**config.mk**
```make
export PLATFORM = sky130hd
export DESIGN_NAME = mem_arbiter_flat
export DESIGN_NICKNAME = d
export VERILOG_FILES = /design/src/rtl/mem_arb_if.sv /design/src/rtl/mem_arbiter.sv /design/src/flat_wrapper.sv
export SDC_FILE = /design/constraint.sdc
export NUM_CORES = 2
export LEC_CHECK = 0
export ABC_AREA = 1
export BUFFER_PORTS_ARGS = -buffer_cell sky130_fd_sc_hd__buf_4
export CAP_MARGIN = 10
export CORE_AREA = 2 2 542 544
export CTS_CLUSTER_DIAMETER = 120
export DETAILED_ROUTE_END_ITERATION = 7
export DIE_AREA = 0 0 544 546
export GPL_TIMING_DRIVEN = 0
export PLACE_DENSITY = 0.38
export SLEW_MARGIN = 20
export SYNTH_ARGS = -nofsm -noshare
export SYNTH_HDL_FRONTEND = slang
export SYNTH_SLANG_ARGS = --single-unit
```
**constraint.sdc**
```tcl
create_clock -name clk -period 2.02 [get_ports clk]
set_input_delay 0.101 -clock clk [delete_from_list [all_inputs] [get_ports clk]]
set_output_delay 0.101 -clock clk [all_outputs]
set_load 0.01 [all_outputs]
```
**src/rtl/mem_arb_if.sv**
```systemverilog
// Bus bundle between the memory arbiter, its two requesters (fetch, D-cache)
// and the memory port. The arbiter takes the slave view.
interface mem_arb_if #(
  parameter int ADDR_W = 32,
  parameter int DATA_W = 256
);
  logic              i_req_i;
  logic [ADDR_W-1:0] i_addr_i;
  logic              i_ack_o;
  logic [DATA_W-1:0] i_data_o;
  logic              d_req_i;
  logic              d_write_i;
  logic [ADDR_W-1:0] d_addr_i;
  logic [DATA_W-1:0] d_wdata_i;
  logic              d_ack_o;
  logic [DATA_W-1:0] d_rdata_o;
  logic              mem_enable_o;
  logic              mem_write_o;
  logic [ADDR_W-1:0] mem_addr_o;
  logic [DATA_W-1:0] mem_data_o;
  logic              mem_ack_i;
  logic [DATA_W-1:0] mem_data_i;
  logic              stall_o;
  logic              err_o;

  modport slave (
    input  i_req_i, i_addr_i, d_req_i, d_write_i, d_addr_i, d_wdata_i,
           mem_ack_i, mem_data_i,
    output i_ack_o, i_data_o, d_ack_o, d_rdata_o, mem_enable_o, mem_write_o,
           mem_addr_o, mem_data_o, stall_o, err_o
  );

  modport master (
    output i_req_i, i_addr_i, d_req_i, d_write_i, d_addr_i, d_wdata_i,
           mem_ack_i, mem_data_i,
    input  i_ack_o, i_data_o, d_ack_o, d_rdata_o, mem_enable_o, mem_write_o,
           mem_addr_o, mem_data_o, stall_o, err_o
  );
endinterface

```
**src/rtl/mem_arbiter.sv**
```systemverilog
// Two-requester (fetch / D-cache) arbiter for the single memory port, with
// round-robin tie break, per-transfer timeout and pipeline stall generation.
module mem_arbiter #(
  parameter int ADDR_W      = 32,
  parameter int DATA_W      = 256,
  parameter int TIMEOUT_CYC = 64
) (
  input  logic     clk,
  input  logic     rst_i,
  mem_arb_if.slave bus
);
  localparam int CNT_W = (TIMEOUT_CYC > 2) ? $clog2(TIMEOUT_CYC) : 1;
  localparam logic [CNT_W-1:0] CNT_LAST = CNT_W'(TIMEOUT_CYC - 1);

  typedef enum logic [1:0] {IDLE, BUSY_I, BUSY_D, DONE} state_t;

  state_t            state, state_nxt;
  logic              last_d, last_d_nxt;
  logic [CNT_W-1:0]  cnt, cnt_nxt;
  logic              i_ack, i_ack_nxt, d_ack, d_ack_nxt;
  logic [DATA_W-1:0] i_data, i_data_nxt, d_rdata, d_rdata_nxt;
  logic              en, en_nxt, wr, wr_nxt, err, err_nxt;
  logic [ADDR_W-1:0] addr, addr_nxt;
  logic [DATA_W-1:0] wdata, wdata_nxt;
  logic              grant_d;

  always_comb begin
    state_nxt   = state;
    last_d_nxt  = last_d;
    cnt_nxt     = cnt;
    i_ack_nxt   = 1'b0;
    d_ack_nxt   = 1'b0;
    i_data_nxt  = i_data;
    d_rdata_nxt = d_rdata;
    en_nxt      = en;
    wr_nxt      = wr;
    addr_nxt    = addr;
    wdata_nxt   = wdata;
    err_nxt     = err;
    grant_d     = 1'b0;
    unique case (state)
      IDLE: begin
        // Tie goes to whichever side did not win last time.
        grant_d = bus.d_req_i && (!bus.i_req_i || !last_d);
        if (bus.d_req_i || bus.i_req_i) begin
          en_nxt     = 1'b1;
          cnt_nxt    = '0;
          last_d_nxt = grant_d;
          wr_nxt     = grant_d && bus.d_write_i;
          addr_nxt   = grant_d ? bus.d_addr_i : bus.i_addr_i;
          if (grant_d) wdata_nxt = bus.d_wdata_i;
          state_nxt  = grant_d ? BUSY_D : BUSY_I;
        end
      end
      BUSY_I, BUSY_D: begin
        if (bus.mem_ack_i) begin
          if (state == BUSY_I) begin
            i_ack_nxt  = 1'b1;
            i_data_nxt = bus.mem_data_i;
          end else begin
            d_ack_nxt = 1'b1;
            if (!wr) d_rdata_nxt = bus.mem_data_i;
          end
          en_nxt    = 1'b0;
          state_nxt = DONE;
        end else if (cnt == CNT_LAST) begin
          // Abort: requester is released with its data left untouched.
          err_nxt   = 1'b1;
          en_nxt    = 1'b0;
          i_ack_nxt = (state == BUSY_I);
          d_ack_nxt = (state == BUSY_D);
          state_nxt = DONE;
        end else begin
          cnt_nxt = cnt + 1'b1;
        end
      end
      DONE:    state_nxt = IDLE;
      default: state_nxt = IDLE;
    endcase
  end

  always_ff @(posedge clk) begin
    if (!rst_i) begin
      state   <= IDLE;
      last_d  <= 1'b0;
      cnt     <= '0;
      i_ack   <= 1'b0;
      d_ack   <= 1'b0;
      i_data  <= '0;
      d_rdata <= '0;
      en      <= 1'b0;
      wr      <= 1'b0;
      addr    <= '0;
      wdata   <= '0;
      err     <= 1'b0;
    end else begin
      state   <= state_nxt;
      last_d  <= last_d_nxt;
      cnt     <= cnt_nxt;
      i_ack   <= i_ack_nxt;
      d_ack   <= d_ack_nxt;
      i_data  <= i_data_nxt;
      d_rdata <= d_rdata_nxt;
      en      <= en_nxt;
      wr      <= wr_nxt;
      addr    <= addr_nxt;
      wdata   <= wdata_nxt;
      err     <= err_nxt;
    end
  end

  assign bus.i_ack_o      = i_ack;
  assign bus.i_data_o     = i_data;
  assign bus.d_ack_o      = d_ack;
  assign bus.d_rdata_o    = d_rdata;
  assign bus.mem_enable_o = en;
  assign bus.mem_write_o  = wr;
  assign bus.mem_addr_o   = addr;
  assign bus.mem_data_o   = wdata;
  assign bus.err_o        = err;
  // Low in DONE so the pipeline advances on the ack cycle.
  assign bus.stall_o = (state == BUSY_I) || (state == BUSY_D) ||
                       ((state == IDLE) && (bus.i_req_i || bus.d_req_i));
endmodule

```
**src/flat_wrapper.sv**
```systemverilog
// flat-port wrapper written by rule: the top's interface ports become plain ports
module mem_arbiter_flat 
#(
  parameter int ADDR_W      = 32,
  parameter int DATA_W      = 256,
  parameter int TIMEOUT_CYC = 64
)
  (clk, rst_i, bus_i_req_i, bus_i_addr_i, bus_d_req_i, bus_d_write_i, bus_d_addr_i, bus_d_wdata_i, bus_mem_ack_i, bus_mem_data_i, bus_i_ack_o, bus_i_data_o, bus_d_ack_o, bus_d_rdata_o, bus_mem_enable_o, bus_mem_write_o, bus_mem_addr_o, bus_mem_data_o, bus_stall_o, bus_err_o);
  mem_arb_if #(.ADDR_W(ADDR_W), .DATA_W(DATA_W)) bus_i ();
  input  logic clk;
  input  logic rst_i;
  input wire logic [$bits(bus_i.i_req_i)-1:0] bus_i_req_i;
  input wire logic [$bits(bus_i.i_addr_i)-1:0] bus_i_addr_i;
  input wire logic [$bits(bus_i.d_req_i)-1:0] bus_d_req_i;
  input wire logic [$bits(bus_i.d_write_i)-1:0] bus_d_write_i;
  input wire logic [$bits(bus_i.d_addr_i)-1:0] bus_d_addr_i;
  input wire logic [$bits(bus_i.d_wdata_i)-1:0] bus_d_wdata_i;
  input wire logic [$bits(bus_i.mem_ack_i)-1:0] bus_mem_ack_i;
  input wire logic [$bits(bus_i.mem_data_i)-1:0] bus_mem_data_i;
  output wire logic [$bits(bus_i.i_ack_o)-1:0] bus_i_ack_o;
  output wire logic [$bits(bus_i.i_data_o)-1:0] bus_i_data_o;
  output wire logic [$bits(bus_i.d_ack_o)-1:0] bus_d_ack_o;
  output wire logic [$bits(bus_i.d_rdata_o)-1:0] bus_d_rdata_o;
  output wire logic [$bits(bus_i.mem_enable_o)-1:0] bus_mem_enable_o;
  output wire logic [$bits(bus_i.mem_write_o)-1:0] bus_mem_write_o;
  output wire logic [$bits(bus_i.mem_addr_o)-1:0] bus_mem_addr_o;
  output wire logic [$bits(bus_i.mem_data_o)-1:0] bus_mem_data_o;
  output wire logic [$bits(bus_i.stall_o)-1:0] bus_stall_o;
  output wire logic [$bits(bus_i.err_o)-1:0] bus_err_o;
  assign bus_i.i_req_i = bus_i_req_i;
  assign bus_i.i_addr_i = bus_i_addr_i;
  assign bus_i.d_req_i = bus_d_req_i;
  assign bus_i.d_write_i = bus_d_write_i;
  assign bus_i.d_addr_i = bus_d_addr_i;
  assign bus_i.d_wdata_i = bus_d_wdata_i;
  assign bus_i.mem_ack_i = bus_mem_ack_i;
  assign bus_i.mem_data_i = bus_mem_data_i;
  assign bus_i_ack_o = bus_i.i_ack_o;
  assign bus_i_data_o = bus_i.i_data_o;
  assign bus_d_ack_o = bus_i.d_ack_o;
  assign bus_d_rdata_o = bus_i.d_rdata_o;
  assign bus_mem_enable_o = bus_i.mem_enable_o;
  assign bus_mem_write_o = bus_i.mem_write_o;
  assign bus_mem_addr_o = bus_i.mem_addr_o;
  assign bus_mem_data_o = bus_i.mem_data_o;
  assign bus_stall_o = bus_i.stall_o;
  assign bus_err_o = bus_i.err_o;
  mem_arbiter #(.ADDR_W(ADDR_W), .DATA_W(DATA_W), .TIMEOUT_CYC(TIMEOUT_CYC)) u_core (.clk(clk), .rst_i(rst_i), .bus(bus_i));
endmodule
```
After elaboration in Yosys (flattened, before gate mapping). Cells that the tools add are included.

Register bits after elaboration: 814. Input bits: 582. Logic and storage cells: 65.

Add/subtract/negate cells: 1. Equality and inequality tests: 8. Mux-type cells: 20. Bitwise gates (word level): 3. Reduce and logical (&&, ||, !) cells: 21.

Operators by type and width (number): 2-to-1 mux 32 bit (1); 2-to-1 mux 6 bit (3); case mux 6 bit (2 select lines) (1); AND reduction 3 bit (4); 2-to-1 mux 1 bit (9); 2-to-1 mux 2 bit (4); AND reduction 4 bit (2); adder 6 x 1 -> 6 bit (second input constant) (1); equality test 6 bit (second input constant) (1); case mux 2 bit (3 select lines) (1); AND reduction 2 bit (3); equality test 2 bit (second input constant) (2); logical OR 1 bit (4); inequality test 2 bit (second input constant) (2); logical AND 1 bit (3); inequality test 3 x 2 -> 1 bit (second input constant) (1); inverter 1 bit (3); equality test 2 x 1 -> 1 bit (second input constant) (1); zero test 1 bit (2); zero test 2 bit (1); inequality test 2 x 1 -> 1 bit (second input constant) (1); case mux 1 bit (2 select lines) (1); nonzero test 2 bit (1); OR reduction 2 bit (1).

Logic depth before layout (Yosys ltp).
Depth in word-level cells: 6. Mapped depth: 10.

Worst setup path after synthesis. No wires, ideal clock.

Path kind: reg2reg. From: register u_core.state[0]. To: register u_core.d_rdata[100] (netlist: u_core.bus.d_rdata_o[100]). Setup time: 0.116 ns. Arrival time: 1.595 ns. Setup slack: 0.309 ns. Cell stages (with the launch flop): 11. Path buffers: 3. Clock period less this slack: 1.711 ns. Cells stage by stage: dfxtp_1 inv_1 ha_1 buf_4 nand2_2 nor3_4 inv_2 buf_2 clkbuf_1 nor2_1 nor2_1.

Longest elaborated chain between the ends: 3. Elaborated cells on any way between the ends: 5.

RTL lines: start, declared (RTL line mem_arbiter.sv:17) `state_t state, state_nxt;`; start signal, assigned (RTL line mem_arbiter.sv:97) `state <= state_nxt;`; equality test 2 bit or equality test 2 x 1 -> 1 bit (tied branches) (RTL line mem_arbiter.sv:41, mem_arbiter.sv:57); OR reduction 2 bit or inverter 1 bit (tied branches); AND reduction 4 bit (no line) (*); end signal, assigned (RTL line mem_arbiter.sv:103) `d_rdata <= d_rdata_nxt;`; end, declared (RTL line mem_arbiter.sv:21) `logic [DATA_W-1:0] i_data, i_data_nxt, d_rdata, d_rdata_nxt;`.

Mark *: on every way between the ends. The rest lies on a longest branch, timed or not. A chain may end at the register's enable or synchronous reset.

Worst setup path after layout.
From: register u_core.state[0]. To: register u_core.d_rdata[196] (netlist: u_core.bus.d_rdata_o[196]).

The elaborated chain is that of the path after synthesis.

==> flow_metrics.env <==
export IMPL_grt_first_pass_wirelength_um=293000
export IMPL_dr_pass1_iters=8
export IMPL_synth_flop_cell="dfxtp_1"
export IMPL_r2r_end="u_core.bus.d_rdata_o[196]"
export IMPL_globalplace_congestion=0.901
export IMPL_min_to="u_core.bus.i_data_o[19]"
export IMPL_port_buffers=1386
export IMPL_wl_per_cell_um=22.5
export IMPL_finalWorstSetupSlack_ns=-0.0439
export IMPL_grt_max_degree=16
export IMPL_finalHoldViolations=0
export IMPL_synth_cells=3660
export IMPL_irDropWorstVdd_mv=0.733
export IMPL_reg2reg_slack_ns=-0.04
export IMPL_dieHeight_um=546
export IMPL_whs_path_depth=4
export IMPL_dieArea_mm2=0.297
export IMPL_final_min_clock_period_ns=2.06
export IMPL_htree_levels=3
export IMPL_slew_headroom_pct=30.6
export IMPL_n_fill_cell=33079
export IMPL_synth_cell_type_count=24
export IMPL_synthesis_nets=4248
export IMPL_use_met2_pct=25.2
export IMPL_synthArstFlopShare_pct=0
export IMPL_hold_path_class="input pin to flop"
export IMPL_rsz0062_at_grt="yes"
export IMPL_syn2layout_area_growth_pct=90.9
export IMPL_fp_dieW_um=544
export IMPL_crit_required_ns=2.71
export IMPL_clock_latency_ns=0.82
export IMPL_cts_root_buffer="clkbuf_16"
export IMPL_powerDensity_mw_per_mm2=1300
export IMPL_clk_pin_slew_ns=0.06
export IMPL_stdcell_count=9823
export IMPL_cts_sinks=814
export IMPL_path_class="flop to flop"
export IMPL_grt_pass1_vias=34647
export IMPL_p_leak_nw=23.3
export IMPL_min_from="bus_mem_data_i[19]"
export IMPL_cp_end_kind="flop"
export IMPL_setup_viol=10
export IMPL_fin_skew_ns=0.0393
export IMPL_clock_path_buffers=4
export IMPL_maxCapViolations=0
export IMPL_fin_crit_sh_pct=102
export IMPL_dp_hpwl_um=185000
export IMPL_grt_use_total_pct=14.2
export IMPL_whs_ns=0.0875
export IMPL_numCtsBuffers=107
export IMPL_grt_overflow_total=0
export IMPL_yosys_warnings=0
export IMPL_drv_slew=0
export IMPL_antenna_found_initial=94
export IMPL_synth_edf_count=0
export IMPL_met1_usage_pct=15.3
export IMPL_top_usage_layer="met2"
export IMPL_worst_pin_slew_ns=1.04
export IMPL_worstPathArrival_ns=2.75
export IMPL_core_area_mm2=0.292
export IMPL_status="finished, violations left"
export IMPL_rows=199
export IMPL_met3_usage_pct=4.15
export IMPL_synth_avg_cell_area_um2=7.84
export IMPL_netlist_area_mm2=0.0287
export IMPL_dp_cells=8968
export IMPL_boundaryPins=1388
export IMPL_wirelength_um=221000
export IMPL_layout_drive_gt1_share_pct=30.7
export IMPL_cts_tree="yes"
export IMPL_route_detailed_drc=0
export IMPL_utilization_pct=18.7
export IMPL_rr_startpoint="u_core.state[0]"
export IMPL_start_util_pct=9.82
export IMPL_violations="setup timing"
export IMPL_seq_area_frac_synth_pct=56.8
export IMPL_dr_first_iter_drc_count=2102
export IMPL_final_net_count=6377
export IMPL_ant_nets=0
export IMPL_dr_total_vias=34609
export IMPL_start_kind="flop"
export IMPL_ys_ff_latch=814
export IMPL_fmax_ghz=0.485
export IMPL_post_place_ws_ns=-1.35
export IMPL_vias_per_cell=3.52
export IMPL_crit_fanout=5
export IMPL_r2r_cells=9
==> final cells by class <==
cell class | count | area, um2 | share of cell area, %
Inverter | 27 | 128 | 0.233
Timing Repair Buffer | 2022 | 16900 | 30.8
Buffer | 298 | 1880 | 3.43
Clock inverter | 36 | 432 | 0.789
Antenna cell | 36 | 90.1 | 0.165
Sequential cell | 814 | 16300 | 29.8
Tap cell | 3919 | 4900 | 8.96
Clock buffer | 152 | 3020 | 5.51
Multi-Input combinational cell | 2519 | 11100 | 20.3
==> critical path, stage by stage (launching register included) <==
cell       delay [ns]
dfxtp_2          0.32
buf_4            0.14
ha_2             0.22
nor3_4           0.24
clkbuf_16        0.23
clkinv_8         0.09
buf_12           0.15
buf_12           0.14
nor2_4           0.28
nor2_1           0.07
==> cells by family after synthesis <==
group / count (synthesis) / synth area share (%)
AOI/OAI and AO/OA: 847 / 14.9
buffers and inverters: 327 / 4.88
and+or+nand+nor: 1666 / 23.1
adders and majority gates: 6 / 0.262
DFF: 814 / 56.8
==> metal layers <==
metal  up-vias  share of wire (%)
met5         -               0.18
met4        58                5.4
met3       404                8.1
li1      16377                  -
met2      1534                 49
met1     16236                 37
==> stage by stage <==
stage / total power, mW / TNS, ns / instance area, um2
2_1_floorplan: 33.6 / 0 / 28700
3_3_place_gp: 49.3 / -627.60 / 44000
3_5_place_dp: 49.6 / -483.52 / 44100
4_1_cts: 71.6 / -51.91 / 54300
5_1_grt: 74.9 / -26.88 / 54700
6_report: 70.9 / -0.139 / 54700
==> worst max path at each step <==
stage	end	start
after detailed placement	u_core.bus.d_rdata_o[5]	u_core.state[0]
after CTS	u_core.bus.d_rdata_o[196]	u_core.state[1]
after floorplan	u_core.bus.d_rdata_o[100]	u_core.state[0]
after global routing	u_core.bus.d_rdata_o[201]	u_core.state[1]
after global placement	u_core.bus.d_rdata_o[196]	u_core.state[0]
final	u_core.bus.d_rdata_o[196]	u_core.state[0]
==> cells in the final DEF (no fill, tap or decap), types with 3 or more instances in the layout <==
master,instances
buf_12,6
clkbuf_8,18
inv_1,19
nand2_1,354
nor2_2,21
a21oi_1,261
clkinvlp_4,5
nor2_1,1008
dlygate4sd3_1,609
clkbuf_4,25
ha_1,4
o21ai_0,528
clkbuf_16,117
nor2_4,6
nand2_4,4
nand3_1,264
o21ai_1,24
nand4_1,5
buf_1,9
clkbuf_2,39
clkinv_4,4
diode_2,36
inv_2,3
buf_8,12
dfxtp_1,812
clkbuf_1,132
buf_2,50
buf_4,1436
buf_6,17
a31oi_1,32
clkinv_2,16
bufinv_16,6
==> power by group <==
part | total, mW | switching (mW) | internal [mW]
sequential | 23.1 | 2.78 | 20.3
clock | 19.2 | 8.00 | 11.2
combinational | 28.6 | 17.0 | 11.7
total | 70.9 | 27.8 | 43.1
==> timing repair <==
item	CTS	global route
endpoints found under the setup margin	809	733
buffers inserted	15	1
hold buffers	608	1
gates resized for setup	176	110
pin swaps	4	4
hold endpoints to repair	813	3
cloned	1	7
==> sequential cells by signal, summed over array words and instances, names as in the netlist <==
| register | count |
|---|---|
| u_core.bus.d_ack_o | 1 |
| u_core.bus.d_rdata_o | 256 |
| u_core.bus.err_o | 1 |
| u_core.bus.i_ack_o | 1 |
| u_core.bus.i_data_o | 256 |
| u_core.bus.mem_addr_o | 32 |
| u_core.bus.mem_data_o | 256 |
| u_core.bus.mem_enable_o | 1 |
| u_core.bus.mem_write_o | 1 |
| u_core.cnt | 6 |
| u_core.last_d | 1 |
| u_core.state | 2 |
==> Yosys cell counts, types with 3 or more instances <==
cell / instances / area (um2)
o21ai_0: 530 / 2650
nand4_1: 5 / 31.3
a31oi_1: 32 / 200
nand2_1: 356 / 1340
nand2_2: 3 / 18.8
a21oi_1: 261 / 1310
nand3_1: 264 / 1320
o21ai_1: 22 / 110
inv_2: 3 / 11.3
inv_1: 23 / 86.3
dfxtp_1: 814 / 16300
clkbuf_1: 163 / 612
ha_1: 6 / 75.1
buf_2: 123 / 616
buf_1: 10 / 37.5
buf_4: 3 / 22.5
nor2_1: 1035 / 3880
(Power assumes the default switching activity.)
